==> src/rtl/fmap_stream_out.sv <==
// Unloads the conv2 output feature map: captures it on start and streams it
// out as WORD_W-bit words over valid/ready. Optional header word: FMAP_HDR_EN.
module fmap_stream_out #(
  parameter int H      = 4,
  parameter int W      = 4,
  parameter int C      = 60,
  parameter int WORD_W = 16
) (
  input  logic                clk,
  input  logic                rst_n,
  input  logic                start,
  input  logic [H*W*C-1:0]    fmap_in,
  output logic [WORD_W-1:0]   m_data,
  output logic                m_valid,
  input  logic                m_ready,
  output logic                m_last,
  output logic                busy,
  output logic                done
);

  localparam int MAP_W = H * W * C;
  localparam int WPP   = (C + WORD_W - 1) / WORD_W;
  localparam int N     = H * W * WPP;
`ifdef FMAP_HDR_EN
  localparam int HOFS  = 1;
  localparam logic [WORD_W-1:0] HDR = WORD_W'(16'({C[7:0], H[3:0], W[3:0]}));

  generate
    if (WORD_W < 16) begin : g_hdr_width_check
      $error("fmap_stream_out: header requires WORD_W >= 16");
    end
  endgenerate
`else
  localparam int HOFS  = 0;
`endif
  localparam int NT    = N + HOFS;
  localparam int CW    = $clog2(NT + 1);
  localparam logic [CW-1:0] LAST    = CW'(NT - 1);
  localparam logic [CW-1:0] PRELAST = CW'(NT - 2);

  typedef enum logic [1:0] {IDLE, STREAM, DONE} state_t;

  state_t            state;
  logic [MAP_W-1:0]  shadow;
  logic [CW-1:0]     idx;

  // Data word d: pixel d/WPP, chunk d%WPP; channels past C read as 0.
  function automatic logic [WORD_W-1:0] word_of(input logic [MAP_W-1:0] map,
                                                 input int unsigned d);
    int unsigned p, k, c;
    logic [WORD_W-1:0] w;
    p = d / WPP;
    k = d % WPP;
    w = '0;
    for (int unsigned i = 0; i < WORD_W; i++) begin
      c = k * WORD_W + i;
      if (c < C) w[i] = map[p * C + c];
    end
    return w;
  endfunction

  function automatic logic [WORD_W-1:0] frame_word(input logic [MAP_W-1:0] map,
                                                   input int unsigned seq);
`ifdef FMAP_HDR_EN
    if (seq == 0) return HDR;
    return word_of(map, seq - 1);
`else
    return word_of(map, seq);
`endif
  endfunction

  // Outputs are registered: the next word is prepared on the accepting edge,
  // so m_data/m_last only move on a handshake.
  always_ff @(posedge clk or negedge rst_n) begin
    if (!rst_n) begin
      state   <= IDLE;
      shadow  <= '0;
      idx     <= '0;
      m_data  <= '0;
      m_valid <= 1'b0;
      m_last  <= 1'b0;
      busy    <= 1'b0;
      done    <= 1'b0;
    end else begin
      case (state)
        IDLE: begin
          done <= 1'b0;
          if (start) begin
            shadow  <= fmap_in;
            idx     <= '0;
            m_data  <= frame_word(fmap_in, 0);
            m_valid <= 1'b1;
            m_last  <= (NT == 1);
            busy    <= 1'b1;
            state   <= STREAM;
          end
        end
        STREAM: begin
          if (m_ready) begin
            if (idx == LAST) begin
              m_data  <= '0;
              m_valid <= 1'b0;
              m_last  <= 1'b0;
              busy    <= 1'b0;
              done    <= 1'b1;
              state   <= DONE;
            end else begin
              idx    <= idx + 1'b1;
              m_data <= frame_word(shadow, int'(idx) + 1);
              m_last <= (idx == PRELAST);
            end
          end
        end
        DONE: begin
          done  <= 1'b0;
          state <= IDLE;
        end
        default: state <= IDLE;
      endcase
    end
  end

endmodule

==> config.mk <==
export PLATFORM = sky130hd
export DESIGN_NAME = fmap_stream_out
export DESIGN_NICKNAME = d
export VERILOG_FILES = /design/src/rtl/fmap_stream_out.sv
export SDC_FILE = /design/constraint.sdc
export NUM_CORES = 2
export LEC_CHECK = 0
export CAP_MARGIN = 20
export CORE_MARGIN = 10
export CORE_UTILIZATION = 40
export DETAILED_ROUTE_END_ITERATION = 10
export DONT_BUFFER_PORTS = 1
export GPL_ROUTABILITY_DRIVEN = 0
export HOLD_SLACK_MARGIN = 0.1
export SLEW_MARGIN = 10
export SYNTH_ARGS = -nofsm -noshare
export SYNTH_HDL_FRONTEND = slang
export SYNTH_SLANG_ARGS = --single-unit
==> constraint.sdc <==
create_clock -name clk -period 13.21 [get_ports clk]
set_input_delay 1.9815 -clock clk [delete_from_list [all_inputs] [get_ports clk]]
set_output_delay 1.9815 -clock clk [all_outputs]
set_load 0.02 [all_outputs]
* Word level (Yosys, flattened, before mapping) *
Cells that the tools add are included.

word-level totals
  flip-flop bits (word level) = 988
  input port bits = 964
  output and inout bits = 20
  word-level logic and storage cells = 162

operators by class
  add/subtract/negate cells = 33
  multiply operators = 1
  order comparisons = 32
  equal/unequal tests = 8
  muxes and demuxes = 71
  reduce and logical (&&, ||, !) cells = 10

operator list
  kind                                                                     count
  32-bit by 11-bit < comparator with 1-bit output (second input constant)  15
  32-bit by 7-bit adder with 32-bit output                                 14
  1-bit binary-select mux with 10-bit select                               16
  7-bit by 6-bit < comparator with 1-bit output (second input constant)    15
  6-bit by 4-bit adder with 7-bit output (second input constant)           8
  16-bit 2-to-1 mux                                                        3
  1-bit 2-to-1 mux                                                         40
  32-bit by 6-bit adder with 32-bit output                                 1
  16-bit one-hot mux with 2 select lines                                   1
  6-bit by 3-bit adder with 7-bit output (second input constant)           4
  7-bit 2-to-1 mux                                                         3
  6-bit by 2-bit adder with 7-bit output (second input constant)           2
  7-bit by 6-bit equality test with 1-bit output (second input constant)   2
  7-bit one-hot mux with 2 select lines                                    1
  12-bit by 7-bit adder with 13-bit output                                 1
  13-bit by 11-bit < comparator with 1-bit output (second input constant)  1
  6-bit by 4-bit multiplier with 10-bit output (second input constant)     1
  3-bit AND reduction                                                      3
  7-bit by 1-bit adder with 8-bit output (second input constant)           1
  2-bit inequality test (second input constant)                            4
  4-bit AND reduction                                                      2
  6-bit by 1-bit adder with 7-bit output (second input constant)           1
  7-bit by 1-bit adder with 7-bit output (second input constant)           1
  6-bit < comparator (second input constant)                               1
  9 further kinds                                                          14

* Longest topological paths before layout *
  depth in word-level cells = 9
  depth in mapped cells = 36

* Worst setup path before layout *
OpenSTA, ideal clock, no wires.

  kind = reg-to-reg
  start = register idx[2]
  end = register m_data[0]
  arrival = 8.244 ns
  data required time = 13.077 ns
  setup slack = 4.833 ns
  stages on the path, launching flop included = 31
  path buffers = 14
  cells stage by stage = dfrtp_1 > buf_2 > nand3_1 > xnor2_1 > inv_1 > buf_2 > buf_2 > clkbuf_1 > clkbuf_1 > buf_1 > ha_1 > buf_1 > clkbuf_1 > clkbuf_1 > clkbuf_1 > nand2b_1 > nand2_1 > fa_1 > fa_1 > inv_1 > fa_1 > clkbuf_1 > clkbuf_1 > clkbuf_1 > clkbuf_1 > mux4_2 > mux4_2 > mux2i_1 > nand2_1 > nand4_1 > nand3_1

between the ends
  word-level cells in the longest chain between the ends = 9
  elaborated cells between the ends (all ways) = 10
  classes of those cells = add/sub (2); mul (1); eq/ne (1); mux (6)

RTL lines
  what                                          line  source
  start, declared                               45    logic [CW-1:0] idx;
  start signal, assigned                        108   idx <= idx + 1'b1;
  7-bit by 1-bit adder with 8-bit output        109   m_data <= frame_word(shadow, int'(idx) + 1);
  6-bit by 4-bit multiplier with 10-bit output  57    if (c < C) w[i] = map[p * C + c];
  32-bit by 6-bit adder with 32-bit output      57
  1-bit binary-select mux with 10-bit select    57
  1-bit 2-to-1 mux (implied by the code)        57
  1-bit 2-to-1 mux                              57
  16-bit 2-to-1 mux (*)                         100   if (idx == LAST) begin
  16-bit 2-to-1 mux (*)                         99    if (m_ready) begin
  16-bit one-hot mux with 2 select lines (*)    85    case (state)
  end signal, assigned                          91    m_data <= frame_word(fmap_in, 0);
  end signal, assigned                          109
  end, declared                                 13    output logic [WORD_W-1:0] m_data,

Mark *: on every way between the ends. The rest lies on a longest branch, timed or not. The select of a mux whose other input is x is not followed.
A chain may end at the register's enable or synchronous reset.

* Worst setup path in the final report *
  start = register idx[0]
  end = register m_data[12]

between the ends
  word-level cells in the longest chain between the ends = 9
  elaborated cells between the ends (all ways) = 12
  classes of those cells = add/sub (3); mul (1); order compare (1); eq/ne (1); mux (6)

RTL lines
  what                                                                                                    line
  7-bit by 1-bit adder with 8-bit output                                                                  109
  6-bit by 4-bit multiplier with 10-bit output or 6-bit by 4-bit adder with 7-bit output (tied branches)  57, 56
  32-bit by 7-bit adder with 32-bit output                                                                57
  1-bit binary-select mux with 10-bit select                                                              57
  1-bit 2-to-1 mux (implied by the code)                                                                  57
  1-bit 2-to-1 mux                                                                                        57
  16-bit 2-to-1 mux (*)                                                                                   100
  16-bit 2-to-1 mux (*)                                                                                   99
  16-bit one-hot mux with 2 select lines (*)                                                              85

Marks and branches as above.

==> impl_metrics.tcl <==
set metrics [dict create \
    yosys_most_used_dff "dfrtp_1" \
    clk_latency_ns 0.84 \
    numPortBuffers 0 \
    dieArea_um2 189300 \
    post_cts_buffers 0 \
    seq_area_frac_synth_pct 35.87 \
    yosysMostFrequentCell "dfrtp_1" \
    setup_viol 0 \
    yosys.area_share.xor_xnor_pct 0.7860 \
    drt_iter0_markers 9438 \
    ys_types 82 \
    drc_errors 0 \
    tightest_slew_ns 1.334 \
    grt_usage_pct 33.53 \
    max-cap-violations 0 \
    hp-class "reg2reg" \
    chipHeight_um 435.1 \
    critPathKind "reg2reg" \
    ys_warn_count 0 \
    synth.largest_area_cell "dfrtp_1" \
    area_delta_synth_final_pct 9.149 \
    fin_nets 6327 \
    htreeDepth 3 \
    min_period_ns 8.884 \
    final.period_utilization_pct 67.25 \
    wl_per_cell_um 41.99 \
    slew_violations 0 \
    async_flop_share_pct 100.0 \
    root_buffer "clkbuf_16" \
    hold_viol 0 \
    endpoint_kind "register" \
    synthAdderAreaFrac_pct 0.5591 \
    fin_tns_setup_ns 0 \
    synth-seq-cells 988 \
    synth-edff-count 0 \
    grt_pass1_vias 53580 \
    ant_nets 0 \
    drtPass1Iterations 11 \
    start_kind "register" \
    cts_hold_buffers 0 \
    ys_top_cells_by_count "dfrtp_1, mux2_2, nand2_1, mux4_2, nand3_1" \
    coreArea_um2 171500 \
    synth_cells 5597 \
    n_fill_cell 15850 \
    clock_path_buffers 3 \
    gr-total-overflow 0 \
    io_pins 984 \
    vias 56280 \
    fmax_mhz 112.6 \
    routed_wl_um 330800 \
    drive_gt1_share_pct 38.85 \
    antenna_found_initial 217 \
    syn-num-nets 6587 \
    critPathRequiredTime_ns 13.91 \
    vias_per_cell 7.143 \
    grt_max_degree 223 \
    rows 152 \
    grt_pass1_wl_um 451900 \
    clkTransAtPathRegs_ns 0.07 \
    synth_compound_area_share_pct 5.749 \
    synth_top_family_by_area "multiplexers" \
    place_hpwl_um 245800 \
    yosys.area_share.simple_pct 9.166 \
    arrival_ns 9.59 \
    status "complete, no violations" \
    fin_cells 7879 \
    slew_headroom_pct 10.87 \
    cts_tree "yes" \
    cp_max_fo 99 \
    die_w_um 435.1 \
    start_util_pct 40.18 \
    clock-sinks 988 \
    synth_area_um2 68920 \
    numCtsBuffers 111 \
    rsz0062_at_grt "false" \
    clock_skew_ns 0.09290 \
    synth_top_area_share_pct 35.87 \
    syn_avg_cell_area_um2 12.31 \
    synthMuxAreaShare_pct 44.14 \
    cts_resized 0 \
    dp.cells 7530 \
    ys_top_cells_by_area "dfrtp_1, mux4_2, mux2_2" \
]
## layer usage
metal | vias up | part of all wire [%] | global-route usage (%)
met2 | 4899 | 44 | 50.57
met1 | 28520 | 34 | 39.70
met5 | - | 0.35 | 0.4786
li1 | 21430 | - | -
met3 | 1304 | 13 | 13.16
met4 | 132 | 8.3 | 21.83
## placed cells by master (no fill, tap or decap), types with 92 or more instances in the layout
cell type | Yosys | final
diode_2 | 0 | 141
mux2i_1 | 247 | 245
nand3_1 | 284 | 284
a31oi_1 | 112 | 112
dfrtp_1 | 988 | 988
clkbuf_16 | 0 | 111
buf_4 | 55 | 116
a21oi_1 | 92 | 92
nand2_1 | 882 | 882
mux4_2 | 758 | 758
mux2_2 | 966 | 966
## cell families (layout without fill, tap and decap cells)
| kind of cell | Yosys count | after routing |
|---|---|---|
| and+or+nand+nor | 1455 | 1455 |
| AOI/OAI and AO/OA | 571 | 571 |
| buffers and inverters | 533 | 364 |
| DFF | 988 | 988 |
| xor gates and xnor gates | 53 | 53 |
| muxes | 1971 | 1971 |
| other | 0 | 141 |
| adders and majority gates | 26 | 26 |
## through the flow
stage | area [um2] | util [%] | worst slack, ns | hold slack, ns
after floorplan | 68920 | - | 4.833 | 0.4583
after global placement | 71010 | 41.40 | 4.468 | 0.5084
after detailed placement | 71030 | 41.41 | 4.366 | 0.5081
after CTS | 74790 | 43.60 | 4.362 | 0.5191
after global routing | 75170 | 43.82 | 4.071 | 0.5538
final | 75230 | 43.85 | 4.326 | 0.5306
## state kept, by name (all words and copies together), names as in the netlist
signal and cells:
busy 1, done 1, idx 7, m_data 16
m_last 1, shadow 960, state 2
## worst max-delay path: stages, from the launching register on
cell and delay [ns]:
dfrtp_1 0.72, ha_1 0.68, xnor2_4 0.25, ha_4 0.69, inv_4 0.35, nand2_1 0.14
nand2_1 0.10, fa_1 0.52, fa_1 0.51, inv_1 0.08, ha_1 1.01, xnor2_2 0.22
buf_12 0.27, nor2_4 0.68, buf_4 0.65, nand3_1 0.15, nand4_1 0.16, nand4_1 0.30
a221oi_1 0.57, a2bb2oi_1 0.45, o31ai_1 0.14
## layout make-up
type	count	area (um2)	share of cell area, %
multi-input cells	4076	42090	55.95
flip-flops and latches	988	24720	32.86
clock buffers	145	3065	4.075
well taps	2310	2890	3.842
repair buffers	136	1292	1.718
clock inverters	59	691.9	0.9197
diodes	141	352.8	0.4690
inverters	24	123.9	0.1647
## final timing paths
check | start | endpoint | slack, ns | depth (start not counted)
min in group asynchronous | rst_n | shadow[238] | 0.85 | 0
worst max-delay path | idx[0] | m_data[12] | 4.33 | 20
worst min register to register | state[1] | state[0] | 0.53 | 1
worst min-delay path | state[1] | state[0] | 0.53 | 1
max in group asynchronous | rst_n | shadow[649] | 9.50 | 3
worst max register to register | idx[0] | m_data[12] | 4.33 | 20
Power is left out: the tool's default activity adds up to more than one toggle a clock period on the data nets, which glitch-free logic cannot reach.
